**src/rtl/midi_merge_arb_if.sv**
```systemverilog
// Bundle of the per-input FIFO heads, the shared transmit handshake and arbiter status.
// master is the arbiter side; slave is the FIFO/transmitter side.
interface midi_merge_arb_if;
    logic [3:0]  req_empty_n;
    logic [31:0] req_data_i;
    logic [3:0]  req_rd_o;
    logic [7:0]  tx_data_o;
    logic        tx_valid_o;
    logic        tx_ready_i;
    logic [1:0]  grant_o;
    logic        busy_o;
    logic        timeout_o;

    modport master (
        input  req_empty_n, req_data_i, tx_ready_i,
        output req_rd_o, tx_data_o, tx_valid_o, grant_o, busy_o, timeout_o
    );

    modport slave (
        output req_empty_n, req_data_i, tx_ready_i,
        input  req_rd_o, tx_data_o, tx_valid_o, grant_o, busy_o, timeout_o
    );
endinterface

```
**src/rtl/midi_merge_arb.sv**
```systemverilog
// Message-aware round-robin merge of four MIDI receive FIFOs onto one transmit stream.
// A grant is held for a whole message (running status, SysEx) and dropped on a stall timeout.
module midi_merge_arb #(
    parameter logic [15:0] TIMEOUT = 16'd3125
) (
    input logic              wb_clk_i,
    input logic              wb_rst_i,
    midi_merge_arb_if.master bus
);

    typedef enum logic [1:0] {StIdle, StLoad, StSend, StWait} state_e;

    state_e      state_q, state_d;
    logic [1:0]  ptr_q, ptr_d;
    logic [1:0]  grant_q, grant_d;
    logic [1:0]  rem_q, rem_d;
    logic        first_q, first_d;
    logic        single_q, single_d;
    logic        sysex_q, sysex_d;
    logic [3:0]  rs_valid_q, rs_valid_d;
    logic [1:0]  rs_len_q [4];
    logic [1:0]  rs_len_d [4];
    logic [15:0] cnt_q, cnt_d;
    logic [7:0]  tx_data_q, tx_data_d;

    logic [7:0]  head_byte;
    logic [15:0] cnt_inc;
    logic [3:0]  req_rd;
    logic        timeout;
    logic        found;
    logic [1:0]  scan_idx;

    assign head_byte = bus.req_data_i[{grant_q, 3'b000} +: 8];
    assign cnt_inc   = (cnt_q == 16'hFFFF) ? cnt_q : cnt_q + 16'd1;

    always_comb begin
        state_d    = state_q;
        ptr_d      = ptr_q;
        grant_d    = grant_q;
        rem_d      = rem_q;
        first_d    = first_q;
        single_d   = single_q;
        sysex_d    = sysex_q;
        rs_valid_d = rs_valid_q;
        rs_len_d   = rs_len_q;
        cnt_d      = cnt_q;
        tx_data_d  = tx_data_q;
        req_rd     = '0;
        timeout    = 1'b0;
        found      = 1'b0;
        scan_idx   = ptr_q;

        case (state_q)
            StIdle: begin
                for (int i = 0; i < 4; i++) begin
                    scan_idx = ptr_q + 2'(i);
                    if (!found && bus.req_empty_n[scan_idx]) begin
                        found   = 1'b1;
                        grant_d = scan_idx;
                    end
                end
                if (found) begin
                    first_d  = 1'b1;
                    single_d = 1'b0;
                    state_d  = StLoad;
                end
            end

            StLoad: begin
                req_rd[grant_q] = 1'b1;
                tx_data_d       = head_byte;
                state_d         = StSend;
                if (head_byte[7] && head_byte[7:4] != 4'hF) begin
                    // Channel voice: program change and channel pressure (Cx/Dx) carry one data byte
                    rem_d               = (head_byte[7:5] == 3'b110) ? 2'd1 : 2'd2;
                    rs_len_d[grant_q]   = rem_d;
                    rs_valid_d[grant_q] = 1'b1;
                end else if (head_byte[7]) begin
                    case (head_byte[3:0])
                        4'h0: begin
                            sysex_d             = 1'b1;
                            rs_valid_d[grant_q] = 1'b0;
                        end
                        4'h1, 4'h3: begin
                            rem_d               = 2'd1;
                            rs_valid_d[grant_q] = 1'b0;
                        end
                        4'h2: begin
                            rem_d               = 2'd2;
                            rs_valid_d[grant_q] = 1'b0;
                        end
                        4'h4, 4'h5, 4'h6, 4'h7: begin
                            rem_d               = 2'd0;
                            sysex_d             = 1'b0;
                            rs_valid_d[grant_q] = 1'b0;
                        end
                        default: begin
                            // Real-time bytes pass through without touching message state
                            if (first_q) begin
                                single_d = 1'b1;
                            end
                        end
                    endcase
                end else if (first_q) begin
                    if (rs_valid_q[grant_q]) begin
                        rem_d = rs_len_q[grant_q] - 2'd1;
                    end else begin
                        // Stray data byte: dropped after the pop
                        ptr_d   = grant_q + 2'd1;
                        state_d = StIdle;
                    end
                end else if (!sysex_q) begin
                    rem_d = rem_q - 2'd1;
                end
            end

            StSend: begin
                if (bus.tx_ready_i) begin
                    first_d = 1'b0;
                    if (single_q || (!sysex_q && rem_q == 2'd0)) begin
                        ptr_d   = grant_q + 2'd1;
                        state_d = StIdle;
                    end else begin
                        cnt_d   = '0;
                        state_d = StWait;
                    end
                end
            end

            StWait: begin
                if (bus.req_empty_n[grant_q]) begin
                    cnt_d   = '0;
                    state_d = StLoad;
                end else if (cnt_inc >= TIMEOUT) begin
                    timeout             = 1'b1;
                    cnt_d               = '0;
                    sysex_d             = 1'b0;
                    rs_valid_d[grant_q] = 1'b0;
                    ptr_d               = grant_q + 2'd1;
                    state_d             = StIdle;
                end else begin
                    cnt_d = cnt_inc;
                end
            end

            default: begin
                state_d = StIdle;
            end
        endcase
    end

    always_ff @(posedge wb_clk_i) begin
        if (wb_rst_i) begin
            state_q    <= StIdle;
            ptr_q      <= '0;
            grant_q    <= '0;
            rem_q      <= '0;
            first_q    <= 1'b0;
            single_q   <= 1'b0;
            sysex_q    <= 1'b0;
            rs_valid_q <= '0;
            rs_len_q   <= '{default: 2'd0};
            cnt_q      <= '0;
            tx_data_q  <= '0;
        end else begin
            state_q    <= state_d;
            ptr_q      <= ptr_d;
            grant_q    <= grant_d;
            rem_q      <= rem_d;
            first_q    <= first_d;
            single_q   <= single_d;
            sysex_q    <= sysex_d;
            rs_valid_q <= rs_valid_d;
            rs_len_q   <= rs_len_d;
            cnt_q      <= cnt_d;
            tx_data_q  <= tx_data_d;
        end
    end

    assign bus.req_rd_o   = req_rd;
    assign bus.tx_data_o  = tx_data_q;
    assign bus.tx_valid_o = (state_q == StSend);
    assign bus.grant_o    = grant_q;
    assign bus.busy_o     = (state_q != StIdle);
    assign bus.timeout_o  = timeout;

endmodule

```
**src/flat_wrapper.sv**
```systemverilog
// flat-port wrapper written by rule: the top's interface ports become plain ports
module midi_merge_arb_flat 
#(
    parameter logic [15:0] TIMEOUT = 16'd3125
)
  (wb_clk_i, wb_rst_i, bus_req_empty_n, bus_req_data_i, bus_tx_ready_i, bus_req_rd_o, bus_tx_data_o, bus_tx_valid_o, bus_grant_o, bus_busy_o, bus_timeout_o);
  midi_merge_arb_if bus_i ();
  input logic wb_clk_i;
  input logic wb_rst_i;
  input wire logic [$bits(bus_i.req_empty_n)-1:0] bus_req_empty_n;
  input wire logic [$bits(bus_i.req_data_i)-1:0] bus_req_data_i;
  input wire logic [$bits(bus_i.tx_ready_i)-1:0] bus_tx_ready_i;
  output wire logic [$bits(bus_i.req_rd_o)-1:0] bus_req_rd_o;
  output wire logic [$bits(bus_i.tx_data_o)-1:0] bus_tx_data_o;
  output wire logic [$bits(bus_i.tx_valid_o)-1:0] bus_tx_valid_o;
  output wire logic [$bits(bus_i.grant_o)-1:0] bus_grant_o;
  output wire logic [$bits(bus_i.busy_o)-1:0] bus_busy_o;
  output wire logic [$bits(bus_i.timeout_o)-1:0] bus_timeout_o;
  assign bus_i.req_empty_n = bus_req_empty_n;
  assign bus_i.req_data_i = bus_req_data_i;
  assign bus_i.tx_ready_i = bus_tx_ready_i;
  assign bus_req_rd_o = bus_i.req_rd_o;
  assign bus_tx_data_o = bus_i.tx_data_o;
  assign bus_tx_valid_o = bus_i.tx_valid_o;
  assign bus_grant_o = bus_i.grant_o;
  assign bus_busy_o = bus_i.busy_o;
  assign bus_timeout_o = bus_i.timeout_o;
  midi_merge_arb #(.TIMEOUT(TIMEOUT)) u_core (.wb_clk_i(wb_clk_i), .wb_rst_i(wb_rst_i), .bus(bus_i));
endmodule
```
**config.mk**
```make
export PLATFORM = sky130hd
export DESIGN_NAME = midi_merge_arb_flat
export DESIGN_NICKNAME = d
export VERILOG_FILES = /design/src/rtl/midi_merge_arb_if.sv /design/src/rtl/midi_merge_arb.sv /design/src/flat_wrapper.sv
export SDC_FILE = /design/constraint.sdc
export NUM_CORES = 1
export LEC_CHECK = 0
export ABC_AREA = 1
export ABC_CLOCK_PERIOD_IN_PS = 2300
export CAP_MARGIN = 40
export CELL_PAD_IN_SITES_DETAIL_PLACEMENT = 0
export CELL_PAD_IN_SITES_GLOBAL_PLACEMENT = 1
export CORE_AREA = 2 2 109 111
export CTS_CLUSTER_SIZE = 20
export DETAILED_ROUTE_END_ITERATION = 7
export DIE_AREA = 0 0 111 113
export PLACE_DENSITY_LB_ADDON = 0.1
export SETUP_SLACK_MARGIN = 0.15
export SYNTH_ARGS = -nofsm -noshare
export SYNTH_HDL_FRONTEND = slang
export SYNTH_SLANG_ARGS = --single-unit
```
**constraint.sdc**
```tcl
create_clock -name wb_clk_i -period 2.3 [get_ports wb_clk_i]
set_input_delay 0.46 -clock wb_clk_i [delete_from_list [all_inputs] [get_ports wb_clk_i]]
set_output_delay 0.46 -clock wb_clk_i [all_outputs]
set_load 0.02 [all_outputs]
```
==> metrics.txt, run 1 <==
# DRC=0; post-synthesis mux area share=0; ANT nets after route=0; Antenna Cells=0; Fillers=about 1200; VDD IR max=about 0.51 mV; Cells after Synth=537; half-perimeter wire length after placement=around 8400 um; initial antenna violation count=0; setup ws final=-0.216 ns; relative slew slack=0.626; Adder-Cell Fraction of Synth Area=0.0194; Synth Area in Simple Gates=0.367; TritonCTS Buffers=5; most frequent cells in the layout=nand2_1 (129), buf_4 (86), nor2_1 (80); Power Internal=roughly 2.6 mW; failing checks=negative setup slack; crit path time final=about 2.5 ns; Syn Area/Cell=roughly 6 um^2; Final Hold Fails=0; net switching power=2.14 mW; Worst-Margin Slew=around 0.56 ns; Overflow after GRT=0; leak pwr=about 2.1 nW; Crit Path Class=flop to primary output; largest net degree at the start of global routing=31; XOR/XNOR share of the synthesized area=0.0244; #FFs+latches synth=47; 1st-iter DRT viols=150; vias in the first global route=roughly 3800; final hold slack=about 0.47 ns; WL final=10900 um; sequential area share after synthesis=0.291; crit path max fanout=4; DR WL/cell=between 10 and 15 um; area grow syn2layout=53.1%; CTS tree=done; Sequential Power Share=0.239; CP startpoint kind=flop; most common cell after layout, fill and taps aside=nand2_1; Core Rows=39; global-route wire length before repair=between 15000 and 20000 um; Die ar.=roughly 13000 um^2; H-tree depth reported by CTS=2; clock root cell=clkbuf_16; max-slew violation count=0; routability cong.=around 0.86; Logic pwr share=0.599; Clock transition at path regs=roughly 0.070 ns; later-pin clock latency in the skew report=roughly 0.30 ns; max frequency=397 MHz; Vias=around 3800; drt pass-1 iters=4; Post-Route Setup TNS=-0.335 ns; Synth Net Count=~580; clock sink total=47; post-synthesis compound-gate area fraction=0.189; Critical Path RT=approximately 1.8 ns; share of layout cells above drive strength 1=0.250; final setup fails=8; Chip Width=between 100 and 150 um; fin nets=slightly above 700; critical path capture point type=primary output; Clock Tree Buf Depth=2; fin crit share=1.09; I/O pin total=56; RSZ-0062 raised after global routing=true; die height=roughly 110 um; power density cells=roughly 970 nW/um^2; Non-Filler Instances=slightly above 800; Hold WC Path Type=flop to flop; unique cell type count in the Yosys netlist=between 40 and 50; gr usage total=0.174; starting density of the core=0.286; Worst Path Arrival=~2 ns; Final Util=0.439; Yosys warnings=0; largest family of logic cells by synthesized area=simple AND/OR/NAND/NOR gates; Clock power frac=0.163; Setup Skew=~0.0093 ns; maxcap violations=0; status=complete, but fails checks; core area=~11000 um^2; switch share=0.447; vias per std cell=4.64; Tot Pwr=between 4 and 5 mW; Netlist Area Pre-Place=3230 um^2; input/output buffers=55; placed cell count=around 800
-- path summary, 6_finish.rpt --
path	slack, ns	end	cells past startpoint	from
setup reg to reg	-0.03	u_core.cnt_q[1]	20	u_core.cnt_q[0]
setup / recovery	-0.22	bus_timeout_o	12	u_core.cnt_q[8]
hold / removal	0.47	u_core.single_q	2	u_core.single_q
hold reg to reg	0.47	u_core.single_q	2	u_core.single_q
-- power by group through the flow --
stage / Combinational (mW) / Sequential (mW) / Clock, mW
2_1_floorplan: 1.53 / 1.19 / 0
3_3_place_gp: 2.72 / 1.16 / 0
4_1_cts: 2.82 / 1.14 / 0.802
6_report: 2.87 / 1.14 / 0.779
5_1_grt: 3.19 / 1.17 / 0.829
3_5_place_dp: 2.73 / 1.16 / 0
-- state kept, by name, indices dropped and copies added (netlist names), named ones only --
register              flops
u_core.cnt_q             16
u_core.bus.tx_data_o      8
u_core.rs_len_q           8
u_core.bus.grant_o        2
u_core.ptr_q              2
u_core.rem_q              2
u_core.state_q            2
u_core.first_q            1
u_core.single_q           1
u_core.sysex_q            1
-- worst max-delay path, cell delays in order, from the launching register on --
cell	delay (ns)
dfxtp_1	0.38
nand2_1	0.11
buf_4	0.14
nor2_1	0.15
nand3_1	0.11
nand2_1	0.08
nand3_1	0.07
nor2_1	0.14
nand2_2	0.09
buf_4	0.14
a21oi_4	0.14
a21oi_4	0.07
buf_6	0.13
-- cells in the mapped netlist --
cell | instances | area share
nand2_1 | 134 | 0.16
nor2_1 | 92 | 0.11
inv_1 | 60 | 0.070
dfxtp_1 | 47 | 0.29
a21oi_1 | 43 | 0.067
o21ai_0 | 34 | 0.053
nand3_1 | 25 | 0.039
clkbuf_1 | 11 | 0.013
nor3_1 | 9 | 0.014
o21ai_1 | 9 | 0.014
nand4_1 | 8 | 0.016
a211oi_1 | 7 | 0.016
xor2_1 | 7 | 0.019
inv_2 | 6 | 0.0070
nand2_2 | 6 | 0.012
ha_1 | 5 | 0.019
buf_2 | 3 | 0.0046
nor2_2 | 3 | 0.0058
a32o_1 | 2 | 0.0062
buf_6 | 2 | 0.0070
clkinv_1 | 2 | 0.0023
nor2_4 | 2 | 0.0070
xnor2_1 | 2 | 0.0054
a21oi_4 | 1 | 0.0050
a221oi_1 | 1 | 0.0027
a31oi_1 | 1 | 0.0019
a31oi_2 | 1 | 0.0039
a32oi_1 | 1 | 0.0027
a41oi_1 | 1 | 0.0027
buf_1 | 1 | 0.0012
buf_4 | 1 | 0.0023
clkinv_2 | 1 | 0.0015
nand3_2 | 1 | 0.0031
nand4_4 | 1 | 0.0066
o211ai_1 | 1 | 0.0023
o21ai_2 | 1 | 0.0027
o21bai_1 | 1 | 0.0023
o221ai_1 | 1 | 0.0027
o22ai_1 | 1 | 0.0019
o31ai_1 | 1 | 0.0023
or2_2 | 1 | 0.0019
-- metal layers --
metal,share of wire,global-route usage
met4,0.014,0.0467
met5,0,0
met2,0.50,0.323
met1,0.45,0.210
met3,0.031,0.0273
-- timing repair --
item	in CTS	in global routing
gates cloned	1	0
setup endpoints to repair	27	29
gates resized for setup	47	25
hold buffers	0	0
pin swaps	12	10
buffers inserted	13	2
-- layout make-up --
cell class              count  area [um^2]  area share
clock buffers               6          139      0.0281
clock inverters             2         16.3     0.00329
inverters                  69          263      0.0532
multi-input cells         404         2090       0.424
flip-flops and latches     47          955       0.193
well taps                 143          179      0.0362
repair buffers            149         1300       0.262
-- cells by family (layout without fill, tap and decap cells) --
group / after synthesis / in the layout
adder cells (fa/ha/maj): 5 / 5
buffers and inverters: 87 / 226
XOR/XNOR: 9 / 9
flip-flops: 47 / 47
AND/OR/NAND/NOR: 282 / 283
AO/OA/AOI/OAI: 107 / 107
-- per-stage QoR --
| stage | cell area, um^2 | setup WS [ns] |
|---|---|---|
| floorplan | 3260 | 0.172 |
| global placement | 4520 | -0.427 |
| detailed placement | 4520 | -0.437 |
| CTS | 4890 | -0.168 |
| global route | 4940 | -0.371 |
| finish | 4940 | -0.216 |
Note: power is estimated with default switching activity, not from simulation.
==> run 2: changes to the inputs <==
Settings changed: SKIP_CTS_REPAIR_TIMING from default to 1.
==> run 2 against run 1 <==
  * The flow still finishes with violations (negative setup slack)
  * Cell area down 1.5%
  * Wire length down 0.74%
  * Critical path depth did not move
  * Power is 0.33% lower
  * Clock power hardly changed
  * Die area stayed put
  * Setup slack improved by 0.028 ns
  * Critical endpoint unchanged
  * Hold slack about the same
  * Final cell count is 1.7% lower
==> metrics.txt, run 2 (synthesis gave the netlist of run 1 again) <==
Crit Path Class=flop to primary output; Critical Path RT=1.84 ns (about the same); Post-Route Setup TNS=-0.188 ns (+0.147 ns); input/output buffers=55 (unchanged); Largest register FFs=16 (unchanged); relative slew slack=0.625 (-0.00156); Power Internal=2.62 mW (-0.95%); drt pass-1 iters=4 (unchanged); Multi-input gate area=2130 um^2 (+1.6%); 1st-iter DRT viols=145 (-3.3%); crit path time final=2.49 ns (-0.0283 ns); power density cells=980 nW/um^2 (+1.2%); Chip Width=111 um (unchanged); max frequency=402 MHz (+1.1%); H-tree depth reported by CTS=2 (unchanged); crit path max fanout=4 (unchanged); fin crit share=1.08 (-0.0123); VDD IR max=0.505 mV (-1.2%); vias per std cell=4.67 (+0.61%); Core Rows=39 (unchanged); WP depth=12 (unchanged); global-route wire length before repair=17000 um (-4.1%); Bufs and invs on worst path=3 (unchanged); # DRC=0 (unchanged); largest stage delay on the critical path=0.38 ns (about the same); Clock power frac=0.163 (about the same); maxcap violations=0 (unchanged); Worst Path Arrival=2.03 ns (-0.03 ns); Vias=3762 (-1.1%); later-pin clock latency in the skew report=0.30 ns (about the same); family with the most delay on the worst path=simple AND/OR/NAND/NOR gates; status=complete, but fails checks; fin nets=706 (-1.9%); WL final=10800 um (-0.74%); Overflow after GRT=0 (unchanged); half-perimeter wire length after placement=8380 um (unchanged); initial antenna violation count=0 (unchanged); ANT nets after route=0 (unchanged); area grow syn2layout=50.8%; DR WL/cell=13.4 um (+0.99%); leak pwr=2.11 nW (-1.8%); RSZ-0062 raised after global routing=true; most frequent cells in the layout=nand2_1 (128), nor2_1 (79), buf_4 (77); most common cell after layout, fill and taps aside=nand2_1; switch share=0.451 (+0.00342); largest net degree at the start of global routing=31 (unchanged); Worst-Margin Slew=0.562 ns (+0.00234 ns); setup ws final=-0.188 ns (+0.0283 ns); share of layout cells above drive strength 1=0.232 (-0.0174); die height=113 um (unchanged); CTS tree=done; Most flops, register=u_core.cnt_q; TritonCTS Buffers=5 (unchanged); Clock Tree Buf Depth=2 (unchanged); crit path cell chain=nand2_1, buf_4, nor2_1, nand3_1, nand2_1, nand3_1, nor2_1, nand2_2, buf_4, a21oi_4, a21oi_4, buf_6; routability cong.=0.859 (unchanged); core area=11300 um^2 (unchanged); setup slack, reg-to-reg=0.02 ns (+0.05 ns); gr usage total=0.167 (-0.00693); Fillers=1224 (+0.16%); net switching power=2.15 mW (+0.43%); max-slew violation count=0 (unchanged); vias in the first global route=3616 (-4.4%); Clock transition at path regs=0.07 ns (about the same); FF-to-FF path depth=19 (-5.0%); Slowest-stage cell, CP=dfxtp_1; Sequential Power Share=0.239 (about the same); CP startpoint kind=flop; Hold WC Path Type=flop to flop; clock sink total=47 (unchanged); Worst Hold Depth=2 (unchanged); failing checks=negative setup slack; Setup Skew=0.0104 ns (+0.00111 ns); Die ar.=12500 um^2 (unchanged); register area=955 um^2 (unchanged); Antenna Cells=0 (unchanged); Final Hold Fails=0 (unchanged); I/O pin total=56 (unchanged); starting density of the core=0.286 (unchanged); Tot Pwr=4.77 mW (-0.33%); Logic pwr share=0.597 (-0.002); critical path capture point type=primary output; clock root cell=clkbuf_16; final setup fails=1 (-7)
## run 2: cell count changes in the layout (fill, tap and decap cells not counted), sizes merged
cell,change
buf,-14
dlymetal6s2s,+3
clkbuf,-1
clkdlybuf4s15,-1
dlygate4sd2,-1
## run 2: power groups by stage
stage / registers, mW / clock network, mW / logic (mW)
6_report: 1.14 / 0.780 / 2.85
5_1_grt: 1.17 / 0.829 / 3.18
4_1_cts: 1.14 / 0.802 / 2.74
3_5_place_dp: 1.16 / 0 / 2.73
3_3_place_gp: 1.16 / 0 / 2.72
2_1_floorplan: 1.19 / 0 / 1.53
## run 2: cell type report
type | instances | area share
timing repair buffer | 135 | 0.244
clock buffer | 6 | 0.0285
tap | 143 | 0.0368
inverter | 69 | 0.0545
clock inverter | 2 | 0.00334
multi-input combinational | 404 | 0.437
sequential | 47 | 0.196
## run 2: worst min-delay path: stages, from the launching register on
cell	delay [ns]
dfxtp_1	0.31
inv_1	0.05
a211oi_1	0.06
## run 2: layer usage
| metal | vias up | track usage | share of wire | wire length [um] |
|---|---|---|---|---|
| met5 | - | 0 | 0 | 0 |
| met4 | 0 | 0.0475 | 0.016 | 170 |
| met3 | 13 | 0.0284 | 0.032 | 344 |
| met2 | 63 | 0.307 | 0.49 | 5320 |
| met1 | 1709 | 0.202 | 0.46 | 4960 |
| li1 | 1977 | - | - | - |
## run 2: metrics by stage
stage	area (um^2)	cells	setup WS, ns	hold slack [ns]	utilization
2_1_floorplan	3260	537	0.172	0.434	-
3_3_place_gp	4520	796	-0.427	0.453	0.401
3_5_place_dp	4520	796	-0.437	0.459	0.401
4_1_cts	4670	804	-0.774	0.470	0.414
5_1_grt	4870	806	-0.350	0.499	0.432
6_report	4870	806	-0.188	0.466	0.432
## run 2: final timing paths
kind	startpoint	endpoint
max	u_core.cnt_q[8]	bus_timeout_o
min	u_core.single_q	u_core.single_q
max reg2reg	u_core.cnt_q[0]	u_core.cnt_q[6]
min reg2reg	u_core.single_q	u_core.single_q
==> run 3: changes to the inputs <==
Settings changed: CORE_AREA 2 2 109 111 to 2 2 107 109, DIE_AREA 0 0 111 113 to 0 0 109 111, SLEW_MARGIN from default to 20.
==> run 3 against run 2 <==
  * Largest power group unchanged
  * Hold slack worse by 0.0064 ns
  * Clock power grew 14%
  * First-iteration DRC count decreased by 17%
  * Core utilization rose by 1.5 points
  * Combinational power is 1% higher
  * Flip-flop and latch count unchanged
  * Global-route usage rose by 1.6 points
  * Highest routed layer unchanged
  * The run still ends with negative setup slack left
  * Non-clock buffer count is 3 higher
  * Clock skew shrank 0.0050 ns
  * Wire length is 0.61% higher
  * Sequential share of layout area down 0.17 points
==> metrics.txt, run 3 (synthesis gave the netlist of run 1 again) <==
vias per std cell=4.69 (+0.50%); FF-to-FF path depth=14 (-5); # DRC=0 (unchanged); final hold slack=0.460 ns (-0.00636 ns); Tot Pwr=4.92 mW (+3.2%); Crit Path Class=flop to primary output; gr usage total=0.183 (+0.0162); later-pin clock latency in the skew report=0.30 ns (about the same); Largest register FFs=16 (unchanged); Die ar.=12100 um^2 (-3.5%); fin nets=709 (+0.42%); area grow syn2layout=53.3%; CTS tree=done; status=complete, but fails checks; R2R Path Start=u_core.cnt_q[10]; Vias=3795 (+0.88%); final setup fails=7 (+6); DR WL/cell=13.4 um (+0.24%); Overflow after GRT=0 (unchanged); core area=11100 um^2 (-1.7%); initial antenna violation count=0 (unchanged); TritonCTS Buffers=5 (unchanged); input/output buffers=55 (unchanged); WL final=10900 um (+0.61%); most common cell after layout, fill and taps aside=nand2_1; crit path time final=2.51 ns (+0.0207 ns); max-slew violation count=0 (unchanged); leak pwr=2.16 nW (+2.6%); Antenna Cells=0 (unchanged); post-route cell area=4950 um^2 (+1.7%); relative slew slack=0.611 (-0.0142); H-tree depth reported by CTS=2 (unchanged); CP startpoint kind=flop; largest net degree at the start of global routing=31 (unchanged); RR Endpoint=u_core.cnt_q[7]; drt pass-1 iters=4 (unchanged); starting density of the core=0.291 (+0.00505); max frequency=399 MHz (-0.82%); Post-Route Setup TNS=-0.310 ns (-0.122 ns); crit path max fanout=3 (-1); Critical Path Source=u_core.cnt_q[10]; Clock transition at path regs=0.07 ns (about the same); VDD IR max=0.412 mV (-19%); setup slack, reg-to-reg=-0.03 ns (-0.05 ns); I/O pin total=56 (unchanged); die height=111 um (-1.8%); setup ws final=-0.209 ns (-0.0207 ns); Chip Width=109 um (-1.8%); power density cells=995 nW/um^2 (+1.5%); Most flops, register=u_core.cnt_q; Final Util=0.447 (+0.0150); share of layout cells above drive strength 1=0.258 (+0.0260); Core Rows=39 (unchanged); global-route wire length before repair=17600 um (+3.6%); Clock Tree Buf Depth=2 (unchanged); Critical Path RT=1.84 ns (about the same); fin crit share=1.09 (+0.00898); Cell Area, Placed=4500 um^2 (-0.28%); Worst Path Arrival=2.05 ns (+0.02 ns); critical path capture point type=primary output; Setup Skew=0.00548 ns (-0.00496 ns); Hold WC Path Type=flop to flop; Worst Hold Depth=2 (unchanged); end of the critical path=bus_timeout_o; clock root cell=clkbuf_16; vias in the first global route=3655 (+1.1%); half-perimeter wire length after placement=8280 um (-1.2%); Worst-Margin Slew=0.583 ns (+0.0214 ns); routability cong.=0.963 (+12%); most frequent cells in the layout=nand2_1 (126), buf_4 (80), nor2_1 (75); failing checks=negative setup slack; ANT nets after route=0 (unchanged); clock sink total=47 (unchanged); maxcap violations=0 (unchanged); 1st-iter DRT viols=120 (-17%); Final Hold Fails=0 (unchanged); RSZ-0062 raised after global routing=true
run 3: power by group:
part | switching [mW] | total, mW | internal [mW]
Combinational | 1.67 | 2.89 | 1.23
Clock | 0.345 | 0.887 | 0.542
Sequential | 0.154 | 1.15 | 0.991
Total | 2.17 | 4.92 | 2.76
run 3: final cells by class:
type                       instances  area, um^2
fill                            1151        6130
multi-input combinational        404        2160
timing repair buffer             138        1210
sequential                        47         962
inverter                          69         262
tap                              143         179
clock buffer                       6         139
clock inverter                     2        35.0
run 3: worst min-delay path by stage:
stage | start | endpoint | slack, ns
after floorplan | u_core.single_q | u_core.single_q | 0.43
after global placement | u_core.rs_len_q[2] | u_core.rs_len_q[2] | 0.45
after detailed placement | u_core.single_q | u_core.single_q | 0.46
after CTS | u_core.single_q | u_core.single_q | 0.47
after global routing | u_core.rs_len_q[2] | u_core.rs_len_q[2] | 0.49
final | u_core.single_q | u_core.single_q | 0.46
run 3: metal layers:
metal / track usage / wire [um] / vias up
met5: 0 / 0 / -
met4: 0.0530 / 269 / 0
met3: 0.0335 / 424 / 19
met2: 0.317 / 5310 / 87
met1: 0.229 / 4870 / 1693
li1: - / - / 1996
run 3: through the flow:
| step | setup WS (ns) | std cells |
|---|---|---|
| after global placement | -0.460 | 796 |
| after floorplan | 0.172 | 537 |
| after global routing | -0.331 | 809 |
| after CTS | -0.817 | 804 |
| final | -0.209 | 809 |
| after detailed placement | -0.481 | 796 |
run 3: critical path: stages (launching register included):
cell and delay (ns):
dfxtp_1 0.36, nand2_2 0.09, nor2_1 0.23, nand2_1 0.14
o21ai_1 0.16, nand3_1 0.11, nor2_2 0.13, nand2_2 0.06
buf_4 0.14, a21oi_4 0.14, a21oi_4 0.08, buf_6 0.13
